--- config.mk ---
export PLATFORM = sky130hd
export DESIGN_NAME = i8254_bus_ctrl_flat
export DESIGN_NICKNAME = d
export VERILOG_FILES = /design/src/rtl/i8254_pkg.sv /design/src/rtl/i8254_bus_ctrl_if.sv /design/src/rtl/i8254_cnt_port.sv /design/src/rtl/i8254_bus_ctrl.sv /design/src/flat_wrapper.sv
export SDC_FILE = /design/constraint.sdc
export NUM_CORES = 1
export LEC_CHECK = 0
export CORE_MARGIN = 4
export CORE_UTILIZATION = 30
export CTS_CLUSTER_DIAMETER = 80
export DETAILED_ROUTE_END_ITERATION = 7
export PLACE_DENSITY = 0.54
export SLEW_MARGIN = 0
export SYNTH_ARGS = -nofsm -noshare
export SYNTH_HDL_FRONTEND = slang
export SYNTH_HIERARCHICAL = 1
export SYNTH_SLANG_ARGS = --single-unit
--- constraint.sdc ---
create_clock -name clk -period 2.9 [get_ports clk]
set_input_delay 0.58 -clock clk [delete_from_list [all_inputs] [get_ports clk]]
set_output_delay 0.58 -clock clk [all_outputs]
set_load 0.05 [all_outputs]
--- src/rtl/i8254_pkg.sv ---
`default_nettype none
// ============================================================================
//  Module      : i8254_pkg
//  Description : Shared encodings for the 8254 bus controller: read/write
//                mode (RW) codes, control-register address, control-word
//                field positions and the stored control-word type.
//  Revision    : 1.0  initial release
// ============================================================================
package i8254_pkg;

    // RW field of a control word; RW_LATCH doubles as the counter-latch command
    typedef enum logic [1:0] {
        RW_LATCH = 2'd0,
        RW_LSB   = 2'd1,
        RW_MSB   = 2'd2,
        RW_LM    = 2'd3
    } rw_e;

    localparam logic [1:0] ADDR_CTRL = 2'd3;

    // Field positions inside the stored 6-bit control word
    localparam int CW_BCD_BIT = 0;
    localparam int CW_MODE_LO = 1;
    localparam int CW_MODE_HI = 3;
    localparam int CW_RW_LO   = 4;
    localparam int CW_RW_HI   = 5;

    // Field positions inside a CPU control-register write byte
    localparam int CMD_SC_LO      = 6;
    localparam int CMD_SC_HI      = 7;
    localparam int RB_COUNT_N_BIT = 5;

    typedef logic [5:0] ctrl_word_t;

    function automatic rw_e cw_rw(input ctrl_word_t cw);
        return rw_e'(cw[CW_RW_HI:CW_RW_LO]);
    endfunction

    function automatic logic [2:0] cw_mode(input ctrl_word_t cw);
        return cw[CW_MODE_HI:CW_MODE_LO];
    endfunction

    function automatic logic cw_bcd(input ctrl_word_t cw);
        return cw[CW_BCD_BIT];
    endfunction

endpackage
`default_nettype wire

--- src/rtl/i8254_bus_ctrl_if.sv ---
`default_nettype none
// ============================================================================
//  Module      : i8254_bus_ctrl_if
//  Description : CPU-side bus of the 8254 (chip select, strobes, address,
//                write data, registered read data and its drive enable).
//                master = CPU side, slave = i8254_bus_ctrl.
//  Revision    : 1.0  initial release
// ============================================================================
interface i8254_bus_ctrl_if;
    logic       cs_n;
    logic       rd_n;
    logic       wr_n;
    logic [1:0] addr;
    logic [7:0] data_in;
    logic [7:0] data_out;
    logic       data_oe;

    modport master (
        output cs_n, rd_n, wr_n, addr, data_in,
        input  data_out, data_oe
    );

    modport slave (
        input  cs_n, rd_n, wr_n, addr, data_in,
        output data_out, data_oe
    );
endinterface
`default_nettype wire

--- src/rtl/i8254_cnt_port.sv ---
`default_nettype none
// ============================================================================
//  Module      : i8254_cnt_port
//  Description : Per-counter bus state: stored control word, LSB/MSB write
//                and read flip-flops, output latch and read byte select.
//  Ports       : clk, rst_n        clock / synchronous active-low reset
//                cw_wr, cw_in      control-word rewrite request and value
//                latch_req         latch count_val unless already latched
//                cnt_wr            count byte committed to this counter
//                rd_done           a read of this counter completed
//                count_val         live counter value
//                ctrl_word         stored control word
//                ctrl_wr, count_wr_en, count_load  one-cycle pulses
//                rd_byte           byte presented for the next CPU read
//  Revision    : 1.0  initial release
// ============================================================================
module i8254_cnt_port
    import i8254_pkg::*;
(
    input  wire logic        clk,
    input  wire logic        rst_n,
    input  wire logic        cw_wr,
    input  wire ctrl_word_t  cw_in,
    input  wire logic        latch_req,
    input  wire logic        cnt_wr,
    input  wire logic        rd_done,
    input  wire logic [15:0] count_val,
    output ctrl_word_t       ctrl_word,
    output logic             ctrl_wr,
    output logic             count_wr_en,
    output logic             count_load,
    output logic [7:0]       rd_byte
);

    logic        r_wr_ff;
    logic        r_rd_ff;
    logic        r_latched;
    logic [15:0] r_latch;
    rw_e         w_rw;
    logic [15:0] w_src;

    assign w_rw    = cw_rw(ctrl_word);
    assign w_src   = r_latched ? r_latch : count_val;
    assign rd_byte = ((w_rw == RW_MSB) || ((w_rw == RW_LM) && r_rd_ff)) ? w_src[15:8]
                                                                      : w_src[7:0];

    always_ff @(posedge clk) begin
        if (!rst_n) begin
            ctrl_word   <= '0;
            ctrl_wr     <= 1'b0;
            count_wr_en <= 1'b0;
            count_load  <= 1'b0;
            r_wr_ff     <= 1'b0;
            r_rd_ff     <= 1'b0;
            r_latched   <= 1'b0;
            r_latch     <= '0;
        end else begin
            ctrl_wr     <= 1'b0;
            count_wr_en <= 1'b0;
            count_load  <= 1'b0;

            // A new control word restarts both byte sequences and drops any latch
            if (cw_wr) begin
                ctrl_word <= cw_in;
                ctrl_wr   <= 1'b1;
                r_wr_ff   <= 1'b0;
                r_rd_ff   <= 1'b0;
                r_latched <= 1'b0;
            end else if (latch_req && !r_latched) begin
                r_latch   <= count_val;
                r_latched <= 1'b1;
            end

            if (cnt_wr) begin
                case (w_rw)
                    RW_LSB, RW_MSB: begin
                        count_wr_en <= 1'b1;
                        count_load  <= 1'b1;
                    end
                    RW_LM: begin
                        count_wr_en <= 1'b1;
                        count_load  <= r_wr_ff;
                        r_wr_ff     <= ~r_wr_ff;
                    end
                    default: ;
                endcase
            end

            // Latch is released once the last byte of the value has been read
            if (rd_done) begin
                if (w_rw == RW_LM) begin
                    r_rd_ff <= ~r_rd_ff;
                end
                if ((w_rw != RW_LM) || r_rd_ff) begin
                    r_latched <= 1'b0;
                end
            end
        end
    end

endmodule
`default_nettype wire

--- src/rtl/i8254_bus_ctrl.sv ---
`default_nettype none
// ============================================================================
//  Module      : i8254_bus_ctrl
//  Description : CPU bus interface and control-word register file for a
//                three-counter 8254. Strobes are registered once (S1); a
//                strobe rising edge is detected against S1, staged for one
//                cycle and then applied, so pulses appear two cycles after
//                the strobe rise.
//  Ports       : clk, rst_n   clock / synchronous active-low reset
//                bus          CPU bus (slave modport)
//                ctrl_word    {cw2,cw1,cw0}
//                ctrl_wr, count_wr_en, count_load  one-hot pulses
//                count_byte   shared count byte
//                count_val    {cnt2,cnt1,cnt0} live counter values
//  Config      : I8254_READBACK_EN enables the SC=3 read-back command
//                (count latch only); undefined, SC=3 writes are ignored.
//  Revision    : 1.0  initial release
// ============================================================================
module i8254_bus_ctrl
    import i8254_pkg::*;
#(
    parameter int NUM_CNT = 3,
    parameter int CW_W    = 6
) (
    input  wire logic                    clk,
    input  wire logic                    rst_n,
    i8254_bus_ctrl_if.slave              bus,
    output logic [NUM_CNT*CW_W-1:0]      ctrl_word,
    output logic [NUM_CNT-1:0]           ctrl_wr,
    output logic [7:0]                   count_byte,
    output logic [NUM_CNT-1:0]           count_wr_en,
    output logic [NUM_CNT-1:0]           count_load,
    input  wire logic [NUM_CNT*16-1:0]   count_val
);

    // S1 input stage
    logic       r_s1_cs_n, r_s1_rd_n, r_s1_wr_n;
    logic [1:0] r_s1_addr;
    logic [7:0] r_s1_data;

    // Staged bus events
    logic       r_ev_wr, r_ev_rd;
    logic [1:0] r_ev_addr;
    logic [7:0] r_ev_data;

    logic w_wr_commit, w_rd_commit, w_rd_active;

    logic [NUM_CNT-1:0] w_cw_wr, w_latch, w_rb, w_cnt_wr, w_cnt_acc, w_rd_done;
    ctrl_word_t         w_cw      [NUM_CNT];
    logic [7:0]         w_rd_byte [NUM_CNT];
    logic [7:0]         w_sel_byte;

    // Simultaneous rd/wr: the write wins and the read neither drives nor advances
    assign w_wr_commit = !r_s1_cs_n && !r_s1_wr_n && bus.wr_n;
    assign w_rd_commit = !r_s1_cs_n && !r_s1_rd_n && bus.rd_n && r_s1_wr_n
                         && (r_s1_addr != ADDR_CTRL);
    assign w_rd_active = !r_s1_cs_n && !r_s1_rd_n && r_s1_wr_n
                         && (r_s1_addr != ADDR_CTRL);

    always_ff @(posedge clk) begin
        if (!rst_n) begin
            r_s1_cs_n <= 1'b1;
            r_s1_rd_n <= 1'b1;
            r_s1_wr_n <= 1'b1;
            r_s1_addr <= '0;
            r_s1_data <= '0;
            r_ev_wr   <= 1'b0;
            r_ev_rd   <= 1'b0;
            r_ev_addr <= '0;
            r_ev_data <= '0;
        end else begin
            r_s1_cs_n <= bus.cs_n;
            r_s1_rd_n <= bus.rd_n;
            r_s1_wr_n <= bus.wr_n;
            r_s1_addr <= bus.addr;
            r_s1_data <= bus.data_in;
            r_ev_wr   <= w_wr_commit;
            r_ev_rd   <= w_rd_commit;
            r_ev_addr <= r_s1_addr;
            r_ev_data <= r_s1_data;
        end
    end

    for (genvar i = 0; i < NUM_CNT; i++) begin : g_port
        logic w_hit_ctrl;

        assign w_hit_ctrl   = r_ev_wr && (r_ev_addr == ADDR_CTRL)
                              && (r_ev_data[CMD_SC_HI:CMD_SC_LO] == 2'(i));
        assign w_cw_wr[i]   = w_hit_ctrl && (r_ev_data[CW_RW_HI:CW_RW_LO] != RW_LATCH);
        assign w_latch[i]   = (w_hit_ctrl && (r_ev_data[CW_RW_HI:CW_RW_LO] == RW_LATCH))
                              || w_rb[i];
        assign w_cnt_wr[i]  = r_ev_wr && (r_ev_addr == 2'(i));
        assign w_cnt_acc[i] = w_cnt_wr[i] && (cw_rw(w_cw[i]) != RW_LATCH);
        assign w_rd_done[i] = r_ev_rd && (r_ev_addr == 2'(i));

`ifdef I8254_READBACK_EN
        // Read-back: bits [3:1] select counters 2..0, COUNT# low requests a latch
        assign w_rb[i] = r_ev_wr && (r_ev_addr == ADDR_CTRL)
                         && (r_ev_data[CMD_SC_HI:CMD_SC_LO] == 2'd3)
                         && !r_ev_data[RB_COUNT_N_BIT] && r_ev_data[1+i];
`else
        assign w_rb[i] = 1'b0;
`endif

        i8254_cnt_port u_port (
            .clk         (clk),
            .rst_n       (rst_n),
            .cw_wr       (w_cw_wr[i]),
            .cw_in       (r_ev_data[CW_W-1:0]),
            .latch_req   (w_latch[i]),
            .cnt_wr      (w_cnt_wr[i]),
            .rd_done     (w_rd_done[i]),
            .count_val   (count_val[i*16 +: 16]),
            .ctrl_word   (w_cw[i]),
            .ctrl_wr     (ctrl_wr[i]),
            .count_wr_en (count_wr_en[i]),
            .count_load  (count_load[i]),
            .rd_byte     (w_rd_byte[i])
        );

        assign ctrl_word[i*CW_W +: CW_W] = w_cw[i];
    end

    always_comb begin
        w_sel_byte = 8'h00;
        for (int k = 0; k < NUM_CNT; k++) begin
            if (r_s1_addr == 2'(k)) begin
                w_sel_byte = w_rd_byte[k];
            end
        end
    end

    always_ff @(posedge clk) begin
        if (!rst_n) begin
            count_byte   <= '0;
            bus.data_out <= '0;
            bus.data_oe  <= 1'b0;
        end else begin
            if (|w_cnt_acc) begin
                count_byte <= r_ev_data;
            end
            bus.data_oe  <= w_rd_active;
            bus.data_out <= w_rd_active ? w_sel_byte : 8'h00;
        end
    end

endmodule
`default_nettype wire
--- src/flat_wrapper.sv ---
// flat-port wrapper written by rule: the top's interface ports become plain ports
module i8254_bus_ctrl_flat import i8254_pkg::*;
#(
    parameter int NUM_CNT = 3,
    parameter int CW_W    = 6
)
  (clk, rst_n, ctrl_word, ctrl_wr, count_byte, count_wr_en, count_load, count_val, bus_cs_n, bus_rd_n, bus_wr_n, bus_addr, bus_data_in, bus_data_out, bus_data_oe);
  i8254_bus_ctrl_if bus_i ();
  input  wire logic clk;
  input  wire logic rst_n;
  output logic [NUM_CNT*CW_W-1:0] ctrl_word;
  output logic [NUM_CNT-1:0] ctrl_wr;
  output logic [7:0] count_byte;
  output logic [NUM_CNT-1:0] count_wr_en;
  output logic [NUM_CNT-1:0] count_load;
  input  wire logic [NUM_CNT*16-1:0] count_val;
  input wire logic [$bits(bus_i.cs_n)-1:0] bus_cs_n;
  input wire logic [$bits(bus_i.rd_n)-1:0] bus_rd_n;
  input wire logic [$bits(bus_i.wr_n)-1:0] bus_wr_n;
  input wire logic [$bits(bus_i.addr)-1:0] bus_addr;
  input wire logic [$bits(bus_i.data_in)-1:0] bus_data_in;
  output wire logic [$bits(bus_i.data_out)-1:0] bus_data_out;
  output wire logic [$bits(bus_i.data_oe)-1:0] bus_data_oe;
  assign bus_i.cs_n = bus_cs_n;
  assign bus_i.rd_n = bus_rd_n;
  assign bus_i.wr_n = bus_wr_n;
  assign bus_i.addr = bus_addr;
  assign bus_i.data_in = bus_data_in;
  assign bus_data_out = bus_i.data_out;
  assign bus_data_oe = bus_i.data_oe;
  i8254_bus_ctrl #(.NUM_CNT(NUM_CNT), .CW_W(CW_W)) u_core (.clk(clk), .rst_n(rst_n), .bus(bus_i), .ctrl_word(ctrl_word), .ctrl_wr(ctrl_wr), .count_byte(count_byte), .count_wr_en(count_wr_en), .count_load(count_load), .count_val(count_val));
endmodule
After elaboration in Yosys (flattened, before gate mapping)
Cells that the tools add are included.
W data, S select, Z words.

storage, ports and cells
  logic and storage cells = 180
  input bits = 63
  output and inout bits = 44
  register bits after elaboration = 126

cells by class
  equal/unequal tests = 20
  mux-type cells = 48
  bitwise operators = 9
  reduce and logical (&&, ||, !) cells = 67

operators with widths
  cell                  number
  $mux W16              3
  $mux W8               6
  $mux W1               36
  $logic_and A1 B1 Y1   33
  $eq A2 B2 Y1 const B  10
  $reduce_and A2 Y1     7
  $eq A2 B1 Y1 const B  6
  $reduce_or A3 Y1      4
  $not A1 Y1            9
  $logic_not A2 Y1      4
  $ne A2 B2 Y1 const B  4
  $reduce_bool A2 Y1    4
  $logic_not A1 Y1      6
  $logic_or A1 B1 Y1    6
  $pmux W1 S2           3
  $reduce_or A2 Y1      3

Depth between registers and ports, before layout
  depth after elaboration = 9
  gate-level depth with buffers = 9
  depth with buffers taken out = 8

By module
Netlist, hierarchy kept.

modules (own cells, without submodules)
  module                                         seq. area each (um2)  cells an instance  instances  area each (um2)
  i8254_cnt_port at u_core.g_port[1].u_port ...  560.5                 130                2          1355.0
  i8254_bus_ctrl                                 840.8                 160                1          1526.5
  i8254_cnt_port at u_core.g_port[0].u_port      560.5                 129                1          1341.3

Least setup slack after synthesis
Ideal clock, no wire load.

  path kind = register to register
  start point = register u_core.g_port[1].u_port.ctrl_word[4]
  end point = register u_core.bus.data_out[4]
  data required time = 2.777 ns
  setup time = 0.123 ns
  path buffers = 0
  clock period less this slack = 2.420 ns
  slack = 0.480 ns
  cell stages (with the launch flop) = 9
  data arrival time = 2.298 ns
  cell sequence = dfxtp_1 inv_1 ha_1 a21oi_2 mux4_1 mux2i_1 nor2_1 a21oi_1 nor2_1

RTL lines
  what                    RTL line                 source
  from (decl)             i8254_cnt_port.sv:28     output ctrl_word_t ctrl_word,
  from (signal assigned)  i8254_cnt_port.sv:64     ctrl_word <= cw_in;
  to (signal assigned)    i8254_bus_ctrl.sv:143    bus.data_out <= w_rd_active ? w_sel_byte : 8'h00;
  to (decl)               i8254_bus_ctrl_if.sv:25  output data_out, data_oe

==> flow_metrics.env <==
export IMPL_run_status="finished, final reports clean"
export IMPL_io_pins=107
export IMPL_cp_start_kind="flop"
export IMPL_final_period_minus_worst_setup_slack_ns=2.402
export IMPL_worst_path_max_fanout=8
export IMPL_cts_tree="yes"
export IMPL_worst_path_largest_cell_delay_ns=0.67
export IMPL_placeableCoreArea_mm2=0.01815
export IMPL_final_hold_violation_count=0
export IMPL_hold_depth=1
export IMPL_dieHeight_um=144.4
export IMPL_global_route_wire_length_before_repair_um=22450
export IMPL_avgViaCountPerCell=4.702
export IMPL_area_growth_syn_to_layout_pct=31.88
export IMPL_timing_hold_worst_class="reg -> reg"
export IMPL_synth_seq_area_share_pct=45.22
export IMPL_yosysWarningCount=6
export IMPL_wire_length_reported_by_the_detailed_router_um=14160
export IMPL_timing_critical_path_slowest_stage_cell="mux4_1"
export IMPL_pin_count_of_the_biggest_net_entering_global_routing=59
export IMPL_max_clk_rate_ghz=0.4164
export IMPL_worst_setup_hold_path_clk_slew_ns=0.05
export IMPL_drt_drc=0
export IMPL_insertedDiodeCount=0
export IMPL_pwr_density_cell_mw_per_mm2=553.3
export IMPL_synth_top_cell_area_share_pct=45.22
export IMPL_postCtsResizedCells=0
export IMPL_postSynth_topFlopCell="dfxtp_1"
export IMPL_numPortBuffers=106
export IMPL_yosys_area_top_type="dfxtp_1"
export IMPL_postCtsSetupRepairBufs=0
export IMPL_swShare_pct=20.27
export IMPL_cellInternalPower_mw=3.245
export IMPL_holdBufCountCts=0
export IMPL_finalWeightedCongestion=0.8219
export IMPL_cp_dominant_cell_by_count="nor2_1"
export IMPL_multiInputGateArea_mm2=0.002831
export IMPL_drt_iter0_drc=186
export IMPL_power_share_clock_pct=51.4
export IMPL_cts_buffers_inserted=17
export IMPL_nFillCells=1780
export IMPL_die_area_mm2=0.02084
export IMPL_setup_viol=0
export IMPL_min_from="u_core/r_s1_data[5]"
export IMPL_p_switching_mw=0.8249
export IMPL_antenna_found_initial=0
export IMPL_combinational_cell_fraction_of_total_power_pct=5.1
export IMPL_critical_path_class="reg -> reg"
export IMPL_ir_worst_vdd_v=0.0003954
export IMPL_count_leader_synth="nand2_1"
export IMPL_timing_hold_worst_endpoint="u_core/r_ev_data[5]"
export IMPL_tightest_slew_ns=0.6692
export IMPL_h_tree_depth=4
export IMPL_timing_critical_path_from="u_core/g_port[0].u_port/ctrl_word[4]"
export IMPL_share_seq_of_total_power_pct=43.4
export IMPL_avgSynthCellArea_um2=10.16
export IMPL_cts_max_path_buffers=2
export IMPL_post_synth_instance_area_mm2=0.005578
export IMPL_drt_first_pass_iters=4
export IMPL_grt_setup_unrepaired="no"
export IMPL_nets=727
export IMPL_synth_distinct_cells=34
export IMPL_clock_latency_ns=0.41
export IMPL_path_cells="inv_1 > ha_1 > a21oi_2 > mux4_1 > mux2i_1 > nor2_1 > a21oi_1 > nor2_1"
export IMPL_final_hold_worst_slack_ns=0.4333
export IMPL_final_worst_clock_skew_ns=0.008753
export IMPL_r2r_depth=8
export IMPL_floorplan_rows=49
export IMPL_timing_final_max_slew_violations=0
export IMPL_via_count_of_the_first_global_routing_pass=4361
export IMPL_gr_usage_all_layers_pct=14.01
export IMPL_vias=4185
export IMPL_detail_route_wl_per_cell_um=15.90
export IMPL_overflow=0
export IMPL_max_cap_violations=0
export IMPL_final_layout_size_suffix_gt1_share_pct=8.169
export IMPL_worst_endpoint_arrival_ns=2.68
export IMPL_fin_crit_sh_pct=82.82
export IMPL_cts_root_buf="clkbuf_16"
export IMPL_instance_count_of_the_mapped_netlist=549
export IMPL_postSynth_asyncResetShare_pct=0
export IMPL_power_leakage_nw=2.678
export IMPL_fin_tns_setup_ns=0
export IMPL_synthTopCellsByArea="dfxtp_1, nand2_1, mux2i_1"
export IMPL_synth_edf_count=0
export IMPL_syn_num_nets=626
export IMPL_detailed_placer_s_ending_hpwl_um=10260
export IMPL_synth_commonest_cells="nand2_1, dfxtp_1, mux2i_1"
export IMPL_fp_dieW_um=144.4
export IMPL_clkSinkCount=126
export IMPL_drtAntennaViolNets=0
export IMPL_timing_max_slew_rel_slack_pct=55.32
export IMPL_sequential_cell_area_mm2=0.002522
export IMPL_r2r_start="u_core/g_port[0].u_port/ctrl_word[4]"
export IMPL_reg2reg_end="u_core/bus.data_out[4]"
export IMPL_start_util_pct=30.74
export IMPL_worst_r2r_setup_slack_ns=0.50
export IMPL_cp_end_kind="flop"
export IMPL_crit_path_required_time_ns=3.18
export IMPL_synth_seq_cells=126
==> flip-flops by register name, summed over array words and instances (netlist names), 2 cells and up <==
| name | count |
|---|---|
| u_core/g_port.u_port/count_load | 3 |
| u_core/g_port.u_port/r_rd_ff | 3 |
| u_core/g_port.u_port/r_wr_ff | 3 |
| u_core/bus.data_out | 8 |
| u_core/count_byte | 8 |
| u_core/g_port.u_port/ctrl_wr | 3 |
| u_core/g_port.u_port/ctrl_word | 18 |
| u_core/g_port.u_port/r_latched | 3 |
| u_core/r_ev_data | 8 |
| u_core/g_port.u_port/r_latch | 48 |
| u_core/r_ev_addr | 2 |
| u_core/r_s1_data | 8 |
| u_core/g_port.u_port/count_wr_en | 3 |
| u_core/r_s1_addr | 2 |
==> routing by layer <==
metal  GRT usage [%]  wire, µm
met5               0         0
met4           5.498       269
met3           5.126       902
met2           23.46      6781
met1           16.34      6202
==> layout by cell type (no fill, tap or decap), types with 7 or more instances in the layout <==
master / n
mux4_1: 15
dfxtp_1: 126
nand2_1: 127
inv_1: 10
nor2b_1: 19
ha_1: 14
nor2_1: 30
a21oi_1: 11
a21boi_0: 18
mux2i_1: 40
nand2b_1: 7
clkdlybuf4s50_1: 105
and2_1: 29
mux4_2: 9
a21boi_1: 30
clkbuf_16: 17
==> area by class of cell <==
type	count	area share, %
clock buffer	24	6.821
timing repair buffer	111	14.87
multi-input combinational	384	38.49
tap	229	3.895
inverter	10	0.5103
sequential	126	34.29
clock inverter	6	1.123
==> through the flow <==
stage | power [mW] | worst slack, ns | std cells | utilization (%) | instance area [µm²]
after floorplan | 1.884 | 0.4796 | 549 | - | 5578
after global routing | 4.227 | 0.2989 | 890 | 40.53 | 7356
after CTS | 4.126 | 0.4828 | 890 | 40.53 | 7356
after detailed placement | 2.016 | 0.4843 | 860 | 37.31 | 6771
final | 4.070 | 0.4983 | 890 | 40.53 | 7356
after global placement | 2.014 | 0.5203 | 860 | 37.31 | 6771
==> critical path, delay by kind of cell, from the launching register on <==
kind	cells	cell delay, ns
multiplexers	2	0.86
AO/OA/AOI/OAI	2	0.57
flip-flops	1	0.41
adder cells (fa/ha/maj)	1	0.21
AND/OR/NAND/NOR	2	0.12
buffers and inverters	1	0.09
==> power groups by stage <==
| stage | registers (mW) | clock network (mW) | logic [mW] |
|---|---|---|---|
| 3_5_place_dp | 1.81 | 0 | 0.211 |
| 3_3_place_gp | 1.80 | 0 | 0.209 |
| 6_report | 1.77 | 2.09 | 0.209 |
| 4_1_cts | 1.77 | 2.15 | 0.212 |
| 2_1_floorplan | 1.80 | 0 | 0.0860 |
| 5_1_grt | 1.77 | 2.23 | 0.225 |
==> cell families (layout without fill, tap and decap cells) <==
group | count (synthesis) | in the layout | share of synthesized area (%)
muxes | 64 | 64 | 17.88
and+or+nand+nor | 238 | 238 | 21.02
buffers and inverters | 39 | 151 | 4.127
adders and majority gates | 14 | 14 | 3.140
DFF | 126 | 126 | 45.22
AOI/OAI and AO/OA | 68 | 68 | 8.614
==> worst max path at each step <==
stage	to	slack [ns]
after floorplan	u_core/bus.data_out[4]	0.48
after global placement	u_core/bus.data_out[4]	0.52
after detailed placement	u_core/bus.data_out[4]	0.48
after CTS	u_core/bus.data_out[4]	0.48
after global routing	u_core/bus.data_out[6]	0.30
final	u_core/bus.data_out[4]	0.50
No activity file was read; power rests on OpenSTA's default activity.
